$ cat config.mk
export PLATFORM = sky130hd
export DESIGN_NAME = mem_stage_ctrl_flat
export DESIGN_NICKNAME = d
export VERILOG_FILES = /design/src/rtl/mem_stage_ctrl_if.sv /design/src/rtl/mem_stage_ctrl.sv /design/src/flat_wrapper.sv
export SDC_FILE = /design/constraint.sdc
export NUM_CORES = 1
export LEC_CHECK = 0
export BUFFER_PORTS_ARGS = -buffer_cell sky130_fd_sc_hd__buf_2
export CAP_MARGIN = 20
export CORE_UTILIZATION = 39
export DETAILED_ROUTE_END_ITERATION = 16
export MAX_ROUTING_LAYER = met4
export SLEW_MARGIN = 30
export SYNTH_ARGS = -nofsm -noshare
export SYNTH_HDL_FRONTEND = slang
export SYNTH_SLANG_ARGS = --single-unit
$ cat constraint.sdc
create_clock -name clk -period 2.9 [get_ports clk]
set_clock_uncertainty 0.05 [all_clocks]
set_input_delay 0.145 -clock clk [delete_from_list [all_inputs] [get_ports clk]]
set_output_delay 0.145 -clock clk [all_outputs]
set_load 0.005 [all_outputs]
$ cat src/rtl/mem_stage_ctrl_if.sv
// rtl/mem_stage_ctrl_if.sv - dcache request/response bus between memory stage and dcache
interface mem_stage_ctrl_if #(
    parameter int DATA_W = 16,
    parameter int ADDR_W = 16
);
    logic [ADDR_W-1:0]   mem_address;
    logic                mem_read;
    logic                mem_write;
    logic [DATA_W-1:0]   mem_wdata;
    logic [DATA_W/8-1:0] mem_byte_enable;
    logic [DATA_W-1:0]   mem_rdata;
    logic                dcache_resp;

    modport master (
        output mem_address, mem_read, mem_write, mem_wdata, mem_byte_enable,
        input  mem_rdata, dcache_resp
    );

    modport slave (
        input  mem_address, mem_read, mem_write, mem_wdata, mem_byte_enable,
        output mem_rdata, dcache_resp
    );
endinterface

$ cat src/rtl/mem_stage_ctrl.sv
// rtl/mem_stage_ctrl.sv - LC-3b memory-stage controller (loads/stores, byte, LDI/STI)
// Optional watchdog enabled by defining MEM_TIMEOUT_EN.
module mem_stage_ctrl #(
    parameter int DATA_W      = 16,
    parameter int ADDR_W      = 16,
    parameter int TIMEOUT_CYC = 255
) (
    input  logic              clk,
    input  logic              rst_n,
    input  logic              valid_in,
    input  logic              op_read,
    input  logic              op_write,
    input  logic              op_byte,
    input  logic              op_indirect,
    input  logic [ADDR_W-1:0] addr_in,
    input  logic [DATA_W-1:0] wdata_in,
    input  logic [2:0]        dr_in,
    mem_stage_ctrl_if.master  dc,
    output logic              mem_stall,
    output logic              valid_out,
    output logic [DATA_W-1:0] rdata_out,
    output logic [2:0]        dr_out,
    output logic              err_out
);
    localparam int NB = DATA_W / 8;
    localparam int LB = $clog2(NB);
    localparam logic [ADDR_W-1:0] WORD_MASK = ~ADDR_W'(NB - 1);

    typedef enum logic [1:0] {IDLE, PTR, ACCESS, DONE} state_t;
    state_t state, state_nx;

    logic [ADDR_W-1:0] addr_q, ptr_q, eff_addr;
    logic [DATA_W-1:0] wdata_q, rd_shift, load_data;
    logic [2:0]        dr_q;
    logic              byte_q, ind_q, write_q;
    logic [LB-1:0]     lane;
    logic              accept, in_flight, timed_out;

    assign accept    = valid_in && (op_read || op_write);
    assign in_flight = (state == PTR) || (state == ACCESS);
    assign eff_addr  = (state == ACCESS && ind_q) ? ptr_q : addr_q;
    assign lane      = eff_addr[LB-1:0];
    assign rd_shift  = dc.mem_rdata >> {lane, 3'b000};
    assign load_data = byte_q ? {{(DATA_W-8){rd_shift[7]}}, rd_shift[7:0]} : dc.mem_rdata;

`ifdef MEM_TIMEOUT_EN
    localparam int CW = $clog2(TIMEOUT_CYC + 1);
    logic [CW-1:0] tmo_cnt;

    assign timed_out = in_flight && (tmo_cnt == CW'(TIMEOUT_CYC));

    // Counter restarts on every state change, so each phase of LDI/STI gets its own budget.
    always_ff @(posedge clk or negedge rst_n) begin
        if (!rst_n) begin
            tmo_cnt <= '0;
            err_out <= 1'b0;
        end else begin
            if (state_nx != state)
                tmo_cnt <= '0;
            else if (in_flight && !dc.dcache_resp)
                tmo_cnt <= tmo_cnt + 1'b1;
            if (timed_out)
                err_out <= 1'b1;
            else if (state == DONE)
                err_out <= 1'b0;
        end
    end
`else
    assign timed_out = 1'b0;
    assign err_out   = 1'b0;
`endif

    always_ff @(posedge clk or negedge rst_n) begin
        if (!rst_n)
            state <= IDLE;
        else
            state <= state_nx;
    end

    always_comb begin
        state_nx = state;
        case (state)
            IDLE:    if (accept) state_nx = op_indirect ? PTR : ACCESS;
            PTR:     if (timed_out) state_nx = DONE;
                     else if (dc.dcache_resp) state_nx = ACCESS;
            ACCESS:  if (timed_out || dc.dcache_resp) state_nx = DONE;
            default: state_nx = IDLE;
        endcase
    end

    always_comb begin
        dc.mem_address     = '0;
        dc.mem_read        = 1'b0;
        dc.mem_write       = 1'b0;
        dc.mem_wdata       = '0;
        dc.mem_byte_enable = '0;
        mem_stall          = 1'b0;
        case (state)
            IDLE: mem_stall = accept;
            PTR: begin
                mem_stall          = 1'b1;
                dc.mem_read        = !timed_out;
                dc.mem_address     = addr_q & WORD_MASK;
                dc.mem_byte_enable = '1;
            end
            ACCESS: begin
                mem_stall          = 1'b1;
                dc.mem_read        = !write_q && !timed_out;
                dc.mem_write       = write_q && !timed_out;
                dc.mem_address     = byte_q ? eff_addr : (eff_addr & WORD_MASK);
                dc.mem_wdata       = byte_q ? {NB{wdata_q[7:0]}} : wdata_q;
                dc.mem_byte_enable = byte_q ? (NB'(1) << lane) : '1;
            end
            default: ;
        endcase
    end

    always_ff @(posedge clk or negedge rst_n) begin
        if (!rst_n) begin
            valid_out <= 1'b0;
            rdata_out <= '0;
            dr_out    <= '0;
            addr_q    <= '0;
            ptr_q     <= '0;
            wdata_q   <= '0;
            dr_q      <= '0;
            byte_q    <= 1'b0;
            ind_q     <= 1'b0;
            write_q   <= 1'b0;
        end else if (timed_out) begin
            valid_out <= 1'b1;
            rdata_out <= '0;
            dr_out    <= dr_q;
        end else begin
            case (state)
                IDLE: begin
                    if (accept) begin
                        addr_q    <= addr_in;
                        wdata_q   <= wdata_in;
                        dr_q      <= dr_in;
                        byte_q    <= op_byte;
                        ind_q     <= op_indirect;
                        write_q   <= op_write;
                        valid_out <= 1'b0;
                    end else begin
                        valid_out <= valid_in;
                        if (valid_in) begin
                            rdata_out <= wdata_in;
                            dr_out    <= dr_in;
                        end
                    end
                end
                PTR: if (dc.dcache_resp) ptr_q <= ADDR_W'(dc.mem_rdata);
                ACCESS: begin
                    if (dc.dcache_resp) begin
                        valid_out <= 1'b1;
                        dr_out    <= dr_q;
                        rdata_out <= write_q ? wdata_q : load_data;
                    end
                end
                default: valid_out <= 1'b0;
            endcase
        end
    end
endmodule

$ cat src/flat_wrapper.sv
// flat-port wrapper written by rule: the top's interface ports become plain ports
module mem_stage_ctrl_flat 
#(
    parameter int DATA_W      = 16,
    parameter int ADDR_W      = 16,
    parameter int TIMEOUT_CYC = 255
)
  (clk, rst_n, valid_in, op_read, op_write, op_byte, op_indirect, addr_in, wdata_in, dr_in, mem_stall, valid_out, rdata_out, dr_out, err_out, dc_mem_address, dc_mem_read, dc_mem_write, dc_mem_wdata, dc_mem_byte_enable, dc_mem_rdata, dc_dcache_resp);
  mem_stage_ctrl_if #(.DATA_W(DATA_W), .ADDR_W(ADDR_W)) dc_i ();
  input  logic clk;
  input  logic rst_n;
  input  logic valid_in;
  input  logic op_read;
  input  logic op_write;
  input  logic op_byte;
  input  logic op_indirect;
  input  logic [ADDR_W-1:0] addr_in;
  input  logic [DATA_W-1:0] wdata_in;
  input  logic [2:0] dr_in;
  output logic mem_stall;
  output logic valid_out;
  output logic [DATA_W-1:0] rdata_out;
  output logic [2:0] dr_out;
  output logic err_out;
  output wire logic [$bits(dc_i.mem_address)-1:0] dc_mem_address;
  output wire logic [$bits(dc_i.mem_read)-1:0] dc_mem_read;
  output wire logic [$bits(dc_i.mem_write)-1:0] dc_mem_write;
  output wire logic [$bits(dc_i.mem_wdata)-1:0] dc_mem_wdata;
  output wire logic [$bits(dc_i.mem_byte_enable)-1:0] dc_mem_byte_enable;
  input wire logic [$bits(dc_i.mem_rdata)-1:0] dc_mem_rdata;
  input wire logic [$bits(dc_i.dcache_resp)-1:0] dc_dcache_resp;
  assign dc_mem_address = dc_i.mem_address;
  assign dc_mem_read = dc_i.mem_read;
  assign dc_mem_write = dc_i.mem_write;
  assign dc_mem_wdata = dc_i.mem_wdata;
  assign dc_mem_byte_enable = dc_i.mem_byte_enable;
  assign dc_i.mem_rdata = dc_mem_rdata;
  assign dc_i.dcache_resp = dc_dcache_resp;
  mem_stage_ctrl #(.DATA_W(DATA_W), .ADDR_W(ADDR_W), .TIMEOUT_CYC(TIMEOUT_CYC)) u_core (.clk(clk), .rst_n(rst_n), .valid_in(valid_in), .op_read(op_read), .op_write(op_write), .op_byte(op_byte), .op_indirect(op_indirect), .addr_in(addr_in), .wdata_in(wdata_in), .dr_in(dr_in), .dc(dc_i), .mem_stall(mem_stall), .valid_out(valid_out), .rdata_out(rdata_out), .dr_out(dr_out), .err_out(err_out));
endmodule
==> results of run 1 <==
## metal layers
metal  vias up  global-route usage, %  part of all wire [%]
li1       1509                      -                     -
met1      1544                  28.65                    49
met2       101                  30.31                    44
met3        14                  3.360                   5.0
met4         0                  8.234                   2.0
met5         -                      -                     0
## cell type report
type / instances / area [um^2] / area share (%)
Sequential cell: 76 / 1902 / 35.85
Tap cell: 133 / 166.4 / 3.137
Inverter: 7 / 26.28 / 0.4953
Clock inverter: 5 / 107.6 / 2.028
Multi-Input combinational cell: 222 / 1931 / 36.39
Timing Repair Buffer: 159 / 1031 / 19.43
Clock buffer: 11 / 141.4 / 2.665
## power breakdown
| part | internal [mW] | leakage (nW) | switching, mW |
|---|---|---|---|
| registers | 1.60 | 0.903 | 0.405 |
| logic | 1.48 | 1.53 | 1.34 |
| clock network | 0.600 | 0.124 | 0.398 |
## layout by cell type (no fill, tap or decap), types with 9 or more instances in the layout
cell type,instances
buf_2,115
dfrtp_1,76
mux2_2,46
dlygate4sd3_1,35
a22o_1,22
nor2_1,16
nand2_1,15
mux2i_1,11
o21ai_1,10
clkbuf_8,10
and3_1,9
and2_1,9
mux2_4,9
a221oi_2,9
## sequential cells by signal (all words and copies together), names as in the netlist
register and flops:
u_core.wdata_q 16, u_core.addr_q 16, u_core.byte_q 1, u_core.rdata_out 16
u_core.dr_q 3, u_core.dr_out 3, u_core.write_q 1, u_core.valid_out 1
u_core.ptr_q 16, u_core.ind_q 1, u_core.state 2
## stage by stage
stage          instances  instance area, um^2  hold WS [ns]
2_1_floorplan        329                 4006       -0.2006
3_3_place_gp         560                 4681        0.3187
3_5_place_dp         562                 4706        0.1164
4_1_cts              613                 5305      0.001427
5_1_grt              613                 5305      0.003759
6_report             613                 5305       0.01543
## cell families after synthesis
kind of cell	count (synthesis)
compound gates	84
fa+ha+maj	4
buf+inv	31
flops	76
mux	66
other cells	1
simple gates	67
## worst min-delay path by stage
| stage | startpoint | endpoint | slack [ns] | cells after the start |
|---|---|---|---|---|
| final | dc_mem_rdata[2] | u_core.ptr_q[2] | 0.02 | 2 |
| after global routing | wdata_in[13] | u_core.wdata_q[13] | 0.004 | 2 |
| after CTS | dc_mem_rdata[5] | u_core.ptr_q[5] | 0.001 | 2 |
| after detailed placement | rst_n | u_core.addr_q[4] | 0.12 | 1 |
| after global placement | rst_n | u_core.addr_q[1] | 0.32 | 1 |
| after floorplan | rst_n | u_core.addr_q[0] | -0.20 | 0 |
==> results_dict.tcl, run 1 <==
set metrics [dict create \
    cts_tree "built" \
    ant_nets 0 \
    wl_per_cell_um 17.00 \
    area_delta_synth_final_pct 32.42 \
    max-cap-violations 0 \
    grt_pass1_vias 3090 \
    critPathBufInv 2 \
    utilization_pct 53.78 \
    status "finished, final reports clean" \
    dp_hpwl_um 7630 \
    synth_nets 392 \
    gp_congestion 0.8031 \
    synth_xor_area_share_pct 0 \
    worstReg2RegStart "u_core.state[0]" \
    ys_seq_elements 76 \
    critical_path_depth 5 \
    end_kind "primary output" \
    cts_sinks 76 \
    rsz0062_at_grt "false" \
    synth_edf_count 0 \
    synth_fa_ha_area_share_pct 1.249 \
    irDropWorstVdd_uv 451.8 \
    cts-hold-fix-buffers 35 \
    first_pass_iters 5 \
    critPathSlowestCell "and3_1" \
    dr.first_iter.drc_count 97 \
    regToRegSetupSlack_ns 0.59 \
    netlist_instances 329 \
    critPathKind "flip-flop to primary output" \
    fmax_ghz 0.3850 \
    yosysUniqueCellTypes 44 \
    fp.dieH_um 103.4 \
    hold_viol 0 \
    fin_setup_tns_ns 0 \
    crit_path_max_incr_delay_ns 0.64 \
    cts-root-buf "clkbuf_8" \
    clk-insertion-delay-late_ns 0.35 \
    fin_ws_ns 0.3028 \
    fp.dieArea_mm2 0.01068 \
    grtUsageTotal_pct 20.72 \
    antenna_cells 0 \
    cts_resized 0 \
    vias 3168 \
    reg2reg_depth 6 \
    crit_path_start_kind "flip-flop" \
    start_util_pct 40.61 \
    cts_buffers 9 \
    hold_class "input pin to flip-flop" \
    worstPathCellList "inv_1 > ha_1 > and3_1 > a22o_1 > buf_2" \
    io_buffers 115 \
    power_mw 5.826 \
    leakagePower_nw 2.559 \
    drive_gt1_share_pct 44.79 \
    avgSynthCellArea_um2 12.18 \
    yosysWarnings 0 \
    row_count 36 \
    async_reset_ff_share_pct 100.0 \
    layout_worst_path_cycle_share_pct 89.56 \
    wl_um 10420 \
    antenna_found_initial 0 \
    clockBufferDepth 2 \
    r2r-end "u_core.rdata_out[9]" \
    worst_ep_arrival_time_ns 2.40 \
    grt_pass1_wl_um 16030 \
    crit_family "simple AND/OR/NAND/NOR gates" \
    synth_top_family_by_area "multiplexers" \
    fp.dieW_um 103.4 \
    vias_per_cell 5.168 \
    ioPinCount 117 \
    clk_pin_slew_worst_paths_ns 0.08 \
    htreeDepth 3 \
    synthSimpleGateAreaFrac_pct 9.307 \
    slew_viol_final 0 \
    synth_flop_cell "dfrtp_1" \
    core_area_mm2 0.009864 \
    setup_viol 0 \
    synth.most_common_cell "dfrtp_1" \
    grt-ovfl-total 0 \
    worst_pin_slew_ns 0.7073 \
    relSlewSlack_pct 52.73 \
    synth.area.top_cells "dfrtp_1, mux2_2, a22o_1, a221oi_2, mux2_4" \
    crit_fanout 15 \
    ys_seq_area_share_pct 47.47 \
    cp.required_ns 2.71 \
    synthTopCellsByCount "dfrtp_1, mux2_2, a22o_1, nor2_1, nand2_1" \
    synth_area_mm2 0.004006 \
    synthMuxAreaShare_pct 19.05 \
    drc 0 \
    grt_max_degree 41 \
    postCtsSetupRepairBufs 0 \
    netlist.area_leader.share_pct 47.47 \
    num-nets-final 538 \
    post-place-ws_ns 0.5981 \
    synth_top_cell_by_area "dfrtp_1" \
    synth_compound_area_share_pct 18.49 \
    fin_crit_ns 2.597 \
    powerDensity_mw_per_mm2 1098 \
    fill_cells 866 \
    worstSetupEndpoint "dc_mem_address[13]" \
    setup.worst_path.start "u_core.state[0]" \
]
(Power assumes the default switching activity.)
==> run 2, diff against run 1 <==
ABC_AREA = 1   (was default)
==> results_dict.tcl, run 2 <==
set metrics [dict create \
    avgSynthCellArea_um2 7.706 \
    slew_viol_final 0 \
    grtUsageTotal_pct 21.52 \
    antenna_cells 0 \
    critPathKind "flip-flop to primary output" \
    fp.dieH_um 104.2 \
    seqPwrFrac_pct 34.8 \
    layout_common_cells "buf_2, nand2_1, inv_1, dfrtp_1, o21ai_0" \
    netlist_instances 529 \
    cp.required_ns 2.71 \
    vias 3800 \
    powerDensity_mw_per_mm2 1055 \
    ioPinCount 117 \
    multi_input_area_mm2 0.001573 \
    row_count 36 \
    worstPathCellList "inv_1 > ha_1 > nand3_1 > o22ai_1 > buf_2" \
    leakagePower_nw 2.887 \
    crit_family "simple AND/OR/NAND/NOR gates" \
    p_int_mw 3.181 \
    cts-root-buf "clkbuf_8" \
    setup_viol 0 \
    post-place-ws_ns 0.6181 \
    synth_top_family_by_area "simple AND/OR/NAND/NOR gates" \
    num-nets-final 720 \
    synth_nets 592 \
    synth_xor_area_share_pct 0 \
    synth.area.top_cells "dfrtp_1, nand2_1, inv_1, o21ai_0, a21oi_1" \
    synth_edf_count 0 \
    critPathSlowestCell "nand3_1" \
    ant_nets 0 \
    p_sw_share_pct 41.53 \
    max-cap-violations 0 \
    cts_buffers 9 \
    fmax_ghz 0.3899 \
    dp_hpwl_um 7780 \
    core_area_mm2 0.009955 \
    fin_crit_ns 2.565 \
    synth_fa_ha_area_share_pct 1.228 \
    drc 0 \
    end_kind "primary output" \
    clock_power_share_pct 18.0 \
    worst_pin_slew_ns 0.8765 \
    grt-ovfl-total 0 \
    fin_ws_ns 0.3355 \
    hold_class "input pin to flip-flop" \
    first_pass_iters 4 \
    cts_tree "built" \
    gp_congestion 0.8198 \
    ys_seq_area_share_pct 46.65 \
    cts_resized 0 \
    drive_gt1_share_pct 22.54 \
    netlist.area_leader.share_pct 46.65 \
    cts_sinks 76 \
    crit_path_start_kind "flip-flop" \
    antenna_found_initial 0 \
    status "finished, final reports clean" \
    grt_pass1_vias 3788 \
    synthTopCellsByCount "nand2_1, inv_1, dfrtp_1, o21ai_0, nor2_1" \
    ys_seq_elements 76 \
    synthMuxAreaShare_pct 0.3683 \
    irDropWorstVdd_uv 466.8 \
    fp.dieArea_mm2 0.01086 \
    io_buffers 115 \
    wl_per_cell_um 13.56 \
    crit_fanout 15 \
    yosysUniqueCellTypes 34 \
    synth_top_cell_by_area "dfrtp_1" \
    relSlewSlack_pct 41.42 \
    start_util_pct 40.95 \
    yosysWarnings 0 \
    crit_path_max_incr_delay_ns 0.57 \
    fill_cells 1028 \
    fp.dieW_um 104.2 \
    synth_flop_cell "dfrtp_1" \
    power_frac_comb_pct 47.2 \
    layout_worst_path_cycle_share_pct 88.43 \
    synthSimpleGateAreaFrac_pct 18.54 \
    final_common_cell "buf_2" \
    synth_compound_area_share_pct 18.35 \
    synth.most_common_cell "nand2_1" \
    clockBufferDepth 2 \
    grt_max_degree 44 \
    grt_pass1_wl_um 18150 \
    synth_area_mm2 0.004076 \
    dr.first_iter.drc_count 177 \
    p_sw_mw 2.259 \
    htreeDepth 3 \
    async_reset_ff_share_pct 100.0 \
    fin_setup_tns_ns 0 \
    rsz0062_at_grt "false" \
    clk-insertion-delay-late_ns 0.35 \
    vias_per_cell 4.786 \
    critPathBufInv 2 \
    wl_um 10770 \
    hold_viol 0 \
    worst_ep_arrival_time_ns 2.37 \
    register_area_mm2 0.001902 \
    clk_pin_slew_worst_paths_ns 0.07 \
    area_delta_synth_final_pct 26.52 \
    utilization_pct 51.81 \
]
==> run 2: cell types whose count changed after synthesis, moves of 23 or more <==
cell	change
inv_1	+98
o21ai_0	+46
o22ai_1	+23
mux2_2	-46
a21oi_1	+33
nand2_1	+90
==> run 2: final cells by class <==
class	count	share of cell area [%]
inverters	108	7.909
clock inverters	5	1.941
flip-flops and latches	76	36.88
repair buffers	144	16.88
clock buffers	10	2.669
multi-input cells	318	30.49
well taps	133	3.227
==> run 2: what timing repair did <==
item / in CTS / in global routing
endpoints found under the hold margin: 66 / 0
setup endpoints to repair: 0 / 0
setup buffers: 0 / 0
hold buffers: 25 / 0
==> run 2: per-layer routing <==
metal  vias up  GRT usage, %  wire [um]
met3        17         3.759        513
met2       110         34.00       4955
li1       1921             -          -
met1      1752         27.85       5067
met4         0         7.653        231
met5         -             -          0
==> run 2: power groups by stage <==
stage	Clock (mW)	Sequential (mW)	Combinational, mW
2_1_floorplan	0	1.81	1.90
3_3_place_gp	0	1.90	2.49
3_5_place_dp	0	1.91	2.56
4_1_cts	1.01	1.89	2.59
5_1_grt	1.05	1.96	2.94
6_report	0.978	1.89	2.57
==> run 2: per-stage QoR <==
stage / instances / hold slack, ns / power (mW) / area, um^2
after floorplan: 529 / -0.2006 / 3.706 / 4076
after global placement: 753 / 0.3218 / 4.388 / 4649
after detailed placement: 754 / 0.1316 / 4.471 / 4669
after CTS: 794 / 0.0002101 / 5.491 / 5157
after global routing: 794 / 0.01328 / 5.943 / 5157
final: 794 / 0.01266 / 5.441 / 5157
==> run 2: worst min-delay path: cells and delay by family <==
| kind | cells | cell delay [ns] |
|---|---|---|
| AOI/OAI and AO/OA | 1 | 0.07 |
| buffers and inverters | 2 | 0.15 |
==> run 2: kinds of logic (layout without fill, tap and decap cells) <==
logic type,count (synthesis),after routing
multiplexers,1,1
AND/OR/NAND/NOR,177,177
AO/OA/AOI/OAI,135,135
flip-flops,76,76
adder cells (fa/ha/maj),4,4
other,1,1
buffers and inverters,135,267
==> run 2: path summary, 6_finish.rpt <==
kind | end | slack [ns] | startpoint | cells past startpoint
setup / recovery | dc_mem_address[15] | 0.34 | u_core.state[0] | 5
hold / removal | u_core.dr_q[0] | 0.01 | dr_in[0] | 3
setup reg to reg | u_core.rdata_out[4] | 0.62 | u_core.state[0] | 7
hold reg to reg | u_core.ptr_q[10] | 0.44 | u_core.ptr_q[10] | 2
max in group asynchronous | u_core.wdata_q[5] | 1.93 | rst_n | 3
min in group asynchronous | u_core.addr_q[2] | 0.28 | rst_n | 2
